$ cat config.mk
export PLATFORM = sky130hd
export DESIGN_NAME = req_encoder_8to3_flat
export DESIGN_NICKNAME = d
export VERILOG_FILES = /design/src/rtl/req_encoder_8to3_if.sv /design/src/rtl/req_encoder_8to3.sv /design/src/flat_wrapper.sv
export SDC_FILE = /design/constraint.sdc
export NUM_CORES = 1
export LEC_CHECK = 0
export CELL_PAD_IN_SITES_DETAIL_PLACEMENT = 1
export CELL_PAD_IN_SITES_GLOBAL_PLACEMENT = 1
export CORE_MARGIN = 8
export CORE_UTILIZATION = 34
export CTS_BUF_LIST = sky130_fd_sc_hd__clkbuf_16
export DETAILED_ROUTE_END_ITERATION = 6
export GPL_TIMING_DRIVEN = 0
export HOLD_SLACK_MARGIN = 0.12
export PLACE_DENSITY_LB_ADDON = 0.1
export SLEW_MARGIN = 20
export SYNTH_ARGS = -nofsm -noshare
export SYNTH_HDL_FRONTEND = slang
export SYNTH_SLANG_ARGS = --single-unit
export TNS_END_PERCENT = 100
$ cat constraint.sdc
create_clock -name clk -period 2.5 [get_ports clk]
set_input_delay 0.25 -clock clk [delete_from_list [all_inputs] [get_ports clk]]
set_output_delay 0.25 -clock clk [all_outputs]
set_load 0.005 [all_outputs]
$ cat src/rtl/req_encoder_8to3_if.sv
// Request/grant bundle between request sources, the encoder and the index consumer.
interface req_encoder_8to3_if #(
    parameter int unsigned NUM_REQ = 8,
    parameter int unsigned IDX_W   = 3
) ();
    logic [NUM_REQ-1:0] i_req_in;
    logic [NUM_REQ-1:0] i_mask;
    logic               i_out_ready;
    logic               o_out_valid;
    logic [IDX_W-1:0]   o_out_idx;
    logic [NUM_REQ-1:0] o_out_onehot;
    logic [NUM_REQ-1:0] o_pending;
    logic               o_any_pending_c;

    // Encoder side
    modport master (
        input  i_req_in, i_mask, i_out_ready,
        output o_out_valid, o_out_idx, o_out_onehot, o_pending, o_any_pending_c
    );

    // Source/consumer side
    modport slave (
        output i_req_in, i_mask, i_out_ready,
        input  o_out_valid, o_out_idx, o_out_onehot, o_pending, o_any_pending_c
    );
endinterface

$ cat src/rtl/req_encoder_8to3.sv
// Registered 8-to-3 request encoder: sticky pending bits, one winner at a time
// presented under a valid/ready handshake, fixed or rotating priority.
module req_encoder_8to3 #(
    parameter int unsigned NUM_REQ     = 8,
    parameter int unsigned IDX_W       = 3,
    parameter int unsigned ROUND_ROBIN = 0
) (
    input  logic clk,
    input  logic rst,
    req_encoder_8to3_if.master bus
);
    typedef enum logic {S_IDLE, S_HOLD} state_t;

    state_t             r_state, w_state_nxt;
    logic [NUM_REQ-1:0] r_pending, w_pending_nxt;
    logic [NUM_REQ-1:0] r_onehot, w_onehot_nxt;
    logic [IDX_W-1:0]   r_idx, w_idx_nxt;
    logic [IDX_W-1:0]   r_last_grant, w_last_grant_nxt;
    logic               r_valid, w_valid_nxt;

    logic [NUM_REQ-1:0] w_elig;
    logic [NUM_REQ-1:0] w_clr;
    logic [IDX_W-1:0]   w_winner;
    logic [IDX_W-1:0]   w_cand;
    logic               w_found;
    logic               w_handshake;

    assign w_elig = r_pending & bus.i_mask;

    // Winner search: from index 0, or from the slot after the last grant when rotating
    always_comb begin
        w_winner = '0;
        w_found  = 1'b0;
        w_cand   = '0;
        for (int k = 0; k < int'(NUM_REQ); k++) begin
            if (ROUND_ROBIN != 0)
                w_cand = IDX_W'(r_last_grant + IDX_W'(1) + IDX_W'(k));
            else
                w_cand = IDX_W'(k);
            if (!w_found && w_elig[w_cand]) begin
                w_winner = w_cand;
                w_found  = 1'b1;
            end
        end
    end

    assign w_handshake   = (r_state == S_HOLD) && bus.i_out_ready;
    assign w_clr         = w_handshake ? r_onehot : '0;
    // A request arriving with its own acceptance re-sets the bit
    assign w_pending_nxt = (r_pending & ~w_clr) | bus.i_req_in;

    always_ff @(posedge clk or posedge rst) begin
        if (rst) begin
            r_state      <= S_IDLE;
            r_pending    <= '0;
            r_valid      <= 1'b0;
            r_idx        <= '0;
            r_onehot     <= '0;
            r_last_grant <= IDX_W'(NUM_REQ - 1);
        end else begin
            r_state      <= w_state_nxt;
            r_pending    <= w_pending_nxt;
            r_valid      <= w_valid_nxt;
            r_idx        <= w_idx_nxt;
            r_onehot     <= w_onehot_nxt;
            r_last_grant <= w_last_grant_nxt;
        end
    end

    always_comb begin
        w_state_nxt      = r_state;
        w_valid_nxt      = r_valid;
        w_idx_nxt        = r_idx;
        w_onehot_nxt     = r_onehot;
        w_last_grant_nxt = r_last_grant;
        case (r_state)
            S_IDLE: begin
                if (w_found) begin
                    w_state_nxt  = S_HOLD;
                    w_valid_nxt  = 1'b1;
                    w_idx_nxt    = w_winner;
                    w_onehot_nxt = NUM_REQ'(1) << w_winner;
                end
            end
            S_HOLD: begin
                if (bus.i_out_ready) begin
                    w_state_nxt      = S_IDLE;
                    w_valid_nxt      = 1'b0;
                    w_onehot_nxt     = '0;
                    w_last_grant_nxt = r_idx;
                end
            end
            default: begin
                w_state_nxt  = S_IDLE;
                w_valid_nxt  = 1'b0;
                w_onehot_nxt = '0;
            end
        endcase
    end

    assign bus.o_out_valid     = r_valid;
    assign bus.o_out_idx       = r_idx;
    assign bus.o_out_onehot    = r_onehot;
    assign bus.o_pending       = r_pending;
    assign bus.o_any_pending_c = |(r_pending & bus.i_mask);
endmodule

$ cat src/flat_wrapper.sv
// flat-port wrapper written by rule: the top's interface ports become plain ports
module req_encoder_8to3_flat 
#(
    parameter int unsigned NUM_REQ     = 8,
    parameter int unsigned IDX_W       = 3,
    parameter int unsigned ROUND_ROBIN = 0
)
  (clk, rst, bus_i_req_in, bus_i_mask, bus_i_out_ready, bus_o_out_valid, bus_o_out_idx, bus_o_out_onehot, bus_o_pending, bus_o_any_pending_c);
  req_encoder_8to3_if #(.NUM_REQ(NUM_REQ), .IDX_W(IDX_W)) bus_i ();
  input  logic clk;
  input  logic rst;
  input wire logic [$bits(bus_i.i_req_in)-1:0] bus_i_req_in;
  input wire logic [$bits(bus_i.i_mask)-1:0] bus_i_mask;
  input wire logic [$bits(bus_i.i_out_ready)-1:0] bus_i_out_ready;
  output wire logic [$bits(bus_i.o_out_valid)-1:0] bus_o_out_valid;
  output wire logic [$bits(bus_i.o_out_idx)-1:0] bus_o_out_idx;
  output wire logic [$bits(bus_i.o_out_onehot)-1:0] bus_o_out_onehot;
  output wire logic [$bits(bus_i.o_pending)-1:0] bus_o_pending;
  output wire logic [$bits(bus_i.o_any_pending_c)-1:0] bus_o_any_pending_c;
  assign bus_i.i_req_in = bus_i_req_in;
  assign bus_i.i_mask = bus_i_mask;
  assign bus_i.i_out_ready = bus_i_out_ready;
  assign bus_o_out_valid = bus_i.o_out_valid;
  assign bus_o_out_idx = bus_i.o_out_idx;
  assign bus_o_out_onehot = bus_i.o_out_onehot;
  assign bus_o_pending = bus_i.o_pending;
  assign bus_o_any_pending_c = bus_i.o_any_pending_c;
  req_encoder_8to3 #(.NUM_REQ(NUM_REQ), .IDX_W(IDX_W), .ROUND_ROBIN(ROUND_ROBIN)) u_core (.clk(clk), .rst(rst), .bus(bus_i));
endmodule
==> impl_metrics.yaml, run 1 <==
worst_setup_path:
  path_buf_inv: 2
  cpMostUsedCell: "clkdlybuf4s50_1"
  crit_arrival_ps: 1800
  startpoint_type: "input port"
  critPathCaptureType: "output port"
  r2r-start: "u_core.bus.o_pending[2]"
  criticalPathCategory: "in2out"
  cp.depth: 5
  crit_path_start: "bus_i_mask[5]"
  critPathMaxStageDelay_ps: 490
  path_cells: "clkdlybuf4s50_1 -> a22o_2 -> nor2_1 -> nand2_1 -> clkdlybuf4s50_1"
  worst_r2r_path_depth: 5
  worst-path-max-fanout: 4
  crit_required_ps: 2250
  critical-path-top-delay-family: "buffers and inverters"
  slowest_stage: "clkdlybuf4s50_1"
yosys:
  synth_cell_types: 23
  synthDominantCellAreaShare: 0.538
  ys_warn_count: 0
  synth.avg_cell_area_sq_um: 11.1
  synth_seq_cells: 21
  synth_largest_area_cell: "dfrtp_1"
  synth.most_common_cell: "dfrtp_1"
  synthTopCellsByArea: "dfrtp_1, nand2_1, a21o_1"
  seq_area_frac_synth: 0.538
  syn_nets: 107
  async_flop_share: 1.00
  synth-edff-count: 0
  synthFlopType: "dfrtp_1"
  synth_area_sq_um: 977
  yosys-top-cells-count: "dfrtp_1, nand2_1, a21o_1"
  syn_inst: 88
place:
  dpl.hpwl_um: 2220
  placed_cell_area_sq_um: 1410
  portBuffers: 39
  placed_cells: 158
  routabilityCongestion: 0.798
floorplanning:
  start_util: 0.357
  die_h_um: 69.6
  die_x_um: 69.6
  core_area_sq_um: 2730
  rows: 19
  io_pins: 40
  dieArea_sq_um: 4850
min_path:
  hold_path_class: "in2async"
clock_tree:
  path_clk_slew_ps: 60
  cts_root_buf: "clkbuf_16"
  cts_tree: "built"
  clk_latency_ps: 250
  htree_num_levels: 1
  cts.sinks: 21
  cts_made_buffers: 3
  cts_setup_buffers: 0
  cts_resized: 0
  cts_buffer_depth: 2
  cts_hold_buffers: 0
routing:
  dr.pass1.iters: 4
  via_count: 868
  wl_um: 2890
  drc_errors: 0
  vias_per_cell: 5.36
  maxUsedRoutingLayer: "met4"
  postRouteAntennaNets: 0
  met1Wirelength_um: 1310
  routed-wl-met3_um: 178
  post_drt_wl_per_cell_um: 17.8
  met2_length_um: 1390
  drt_iter0_markers: 37
grt:
  grt_pass1_wl_um: 4970
  antenna_found_initial: 0
  grt-ovfl-total: 0
  grt_pass1_vias: 986
  grt.total_usage: 0.122
  grt_max_degree: 22
timing:
  fin_crit_ps: 2050
  finClkSkew_ps: 2.34
  fin_setup_tns_ps: 0
  drv_slew: 0
  setup_viol: 0
  rsz0062_at_grt: "no"
  tightest_slew_ps: 806
  hold_viol_final: 0
  whs_ps: 455
  fmax_mhz: 487
  relSlewSlack: 0.462
  min_period_over_period: 0.822
layout:
  final_nets: 151
  fillCellCount: 308
  stdcell_area_sq_um: 1490
  final_cells: 162
  multiInputGateArea_sq_um: 435
  drive_gt1_frac: 0.0992
  regArea_sq_um: 526
  diodes: 0
  syn_to_final_growth_pct: 52.0
run_status:
  outcome: "complete, no violations"
flow_run:
  max-cap-violations: 0
pwr:
  power_density_nw_per_um2: 789
  vdd_drop_max_mv: 0.410
  p_leak_nw: 0.612
==> cell usage in the layout, fill, tap and decap left out <==
cell type        netlist  routed
clkbuf_1               1       1
and3_1                 1       1
a22o_2                 3       3
and2_1                 1       1
clkbuf_16              0       3
a21o_2                 1       1
a22oi_4                2       2
a22o_1                 5       5
or4b_4                 1       1
dfrtp_1               21      21
o22a_1                 2       2
a21o_1                 8       8
clkdlybuf4s50_1        0      39
a21oi_1                2       2
nor2_1                 7       7
nor3_1                 2       2
a31oi_1                2       2
inv_1                  2       3
nand2_4                1       1
buf_2                  1       1
and2_4                 1       1
a32oi_1                1       1
nand2_1               17      17
a32o_1                 5       5
o21ai_0                1       1
==> power breakdown <==
part / internal, W / leakage (nW) / switching [W]
clock network: 0.000213 / 0.0423 / 0.000116
registers: 0.000408 / 0.239 / 0.0000525
logic: 0.000214 / 0.331 / 0.000169
total: 0.000836 / 0.612 / 0.000337
==> path summary, 6_finish.rpt <==
check	slack (ps)	to
setup / recovery	450	bus_o_any_pending_c
hold / removal	450	u_core.bus.o_pending[2]
setup reg to reg	810	u_core.bus.o_out_onehot[7]
hold reg to reg	510	u_core.bus.o_out_valid
max in group asynchronous	1540	u_core.bus.o_out_onehot[4]
min in group clk	510	u_core.bus.o_out_valid
==> state kept, by name, indices dropped and copies added (netlist names) <==
register and flops:
u_core.r_state 1, u_core.bus.o_out_onehot 8, u_core.bus.o_out_idx 3, u_core.bus.o_out_valid 1, u_core.bus.o_pending 8
==> per-layer routing <==
| layer | track usage | up-vias |
|---|---|---|
| li1 | - | 411 |
| met1 | 0.145 | 429 |
| met2 | 0.203 | 26 |
| met3 | 0.0429 | 2 |
| met4 | 0.0290 | 0 |
| met5 | 0 | - |
==> layout make-up <==
class                      count  area share
timing repair buffer          39       0.263
tap                           31      0.0261
multi-input combinational     63       0.293
clock inverter                 1     0.00253
buffer                         2     0.00590
clock buffer                   3      0.0505
inverter                       2     0.00505
sequential                    21       0.354
==> logic make-up (layout without fill, tap and decap cells) <==
kind of cell | count (synthesis) | after routing | share of synthesized area
DFF | 21 | 21 | 0.538
buffers and inverters | 4 | 47 | 0.0166
and+or+nand+nor | 31 | 31 | 0.150
AOI/OAI and AO/OA | 32 | 32 | 0.296
==> metrics by stage <==
step	utilization	power, W	setup slack, ps
2_1_floorplan	-	0.000641	936
3_3_place_gp	0.514	0.000842	507
3_5_place_dp	0.514	0.000856	493
4_1_cts	0.543	0.00119	468
5_1_grt	0.543	0.00125	388
6_report	0.543	0.00117	445
Note: power is estimated with default switching activity, not from simulation.
==> inputs of run 2 (changes only) <==
CORE_UTILIZATION = 31   (was 34)
clock period = 2.12 ns   (was 2.5 ns; I/O delays follow)
==> run 2 against run 1 <==
- design area is 1.1% higher
- critical path depth is 1 lower
- clock skew is 0.91 ps lower
- utilization is 4.7 points lower
- clock-buffer cell count stayed put
- clock power is 16% higher
- combinational power is 16% higher
- worst hold slack worse by 42 ps
- sequential share of layout area is 0.38 points lower
- register-to-register slack worse by 380 ps
- die area is 7.4% higher
==> impl_metrics.yaml, run 2 (synthesized netlist as in run 1, its figures left out) <==
clock_tree:
  cts_made_buffers: 3
  cts_root_buf: "clkbuf_16"
  htree_num_levels: 1
  cts.sinks: 21
  cts_hold_buffers: 0
  clk_latency_ps: 250
  path_clk_slew_ps: 50
  cts_resized: 0
  cts_tree: "built"
  cts_setup_buffers: 0
  cts_buffer_depth: 2
worst_setup_path:
  path_cells: "a22o_2 -> nor2_1 -> nand2_1 -> clkdlybuf4s50_1"
  startpoint_type: "flop"
  critPathCaptureType: "output port"
  r2r-start: "u_core.bus.o_pending[2]"
  criticalPathCategory: "reg2out"
  slowest_stage: "clkdlybuf4s50_1"
  worst_r2r_path_depth: 5
  cp.depth: 4
  critPathMaxStageDelay_ps: 450
  critical-path-top-delay-family: "buffers and inverters"
  rr_endpoint: "u_core.bus.o_out_onehot[7]"
  worst-path-max-fanout: 5
  crit_arrival_ps: 1740
  reg2reg_setup_slack_ps: 430
  path_buf_inv: 1
  crit_required_ps: 1910
place:
  routabilityCongestion: 0.774
  placed_cells: 171
  portBuffers: 39
  dpl.hpwl_um: 2170
floorplanning:
  rows: 20
  io_pins: 40
  start_util: 0.323
  core_area_sq_um: 3030
  die_x_um: 72.1
  dieArea_sq_um: 5200
  die_h_um: 72.1
grt:
  antenna_found_initial: 0
  grt_pass1_vias: 1019
  grt-ovfl-total: 0
  grt_pass1_wl_um: 4890
  grt.total_usage: 0.116
  grt_max_degree: 22
timing:
  fin_setup_tns_ps: 0
  finClkSkew_ps: 1.43
  hold_viol_final: 0
  relSlewSlack: 0.476
  rsz0062_at_grt: "no"
  fmax_mhz: 512
  setup_viol: 0
  min_period_over_period: 0.922
  fin_crit_ps: 1950
  tightest_slew_ps: 785
  drv_slew: 0
layout:
  fillCellCount: 349
  diodes: 0
  final_cells: 175
  drive_gt1_frac: 0.0992
  syn_to_final_growth_pct: 53.6
  mostFrequentLayoutCells: "clkdlybuf4s50_1, dfrtp_1, nand2_1, a21o_1, nor2_1"
  final_core_util: 0.496
  final_nets: 151
  final_common_cell: "clkdlybuf4s50_1"
routing:
  post_drt_wl_per_cell_um: 15.9
  dr.pass1.iters: 4
  vias_per_cell: 4.94
  wl_um: 2780
  drc_errors: 0
  postRouteAntennaNets: 0
  drt_iter0_markers: 23
  via_count: 864
pwr:
  vdd_drop_max_mv: 0.386
  power_density_nw_per_um2: 914
  p_leak_nw: 0.612
  finalPower_w: 0.00137
flow_run:
  max-cap-violations: 0
run_status:
  outcome: "complete, no violations"
min_path:
  hold_path_class: "in2async"
==> run 2: area by class of cell <==
class / count / area [sq um] / share of cell area
plain buffers: 2 / 8.76 / 0.00583
clock buffers: 3 / 75.1 / 0.0500
clock inverters: 1 / 3.75 / 0.00250
inverters: 2 / 7.51 / 0.00500
multi-input cells: 63 / 435 / 0.290
flip-flops and latches: 21 / 526 / 0.350
well taps: 44 / 55.1 / 0.0367
repair buffers: 39 / 390 / 0.260
==> run 2: power breakdown <==
part | switching [W] | internal (W) | leakage [nW]
sequential | 0.0000611 | 0.000482 | 0.239
combinational | 0.000193 | 0.000253 | 0.331
clock | 0.000133 | 0.000251 | 0.0423
==> run 2: how the worst max path moves through the flow <==
| stage | startpoint | to |
|---|---|---|
| after floorplan | u_core.bus.o_pending[2] | u_core.bus.o_out_onehot[7] |
| after global placement | bus_i_mask[5] | bus_o_any_pending_c |
| after detailed placement | bus_i_mask[2] | u_core.bus.o_out_onehot[7] |
| after CTS | u_core.bus.o_pending[4] | bus_o_any_pending_c |
| after global routing | u_core.bus.o_pending[4] | bus_o_any_pending_c |
| final | u_core.bus.o_pending[4] | bus_o_any_pending_c |
==> run 2: worst reg2reg max path, stage by stage, from the launching register on <==
cell and delay, ps:
dfrtp_1 430, a22oi_4 310, nand2_4 90, or4b_4 550
nand2_1 90, a32o_1 160
==> run 2: metal layers <==
metal / share of wire / up-vias / global-route usage / wire [um]
met2: 0.49 / 27 / 0.196 / 1350
li1: - / 408 / - / -
met5: 0 / - / 0 / 0
met3: 0.071 / 2 / 0.0413 / 197
met1: 0.44 / 427 / 0.132 / 1220
met4: 0.0050 / 0 / 0.0408 / 14
==> run 2: metrics by stage <==
step	hold slack (ps)	area [sq um]	setup slack, ps
5_1_grt	502	1500	73.9
3_5_place_dp	476	1420	199
2_1_floorplan	189	977	556
6_report	413	1500	165
4_1_cts	460	1500	140
3_3_place_gp	473	1420	207
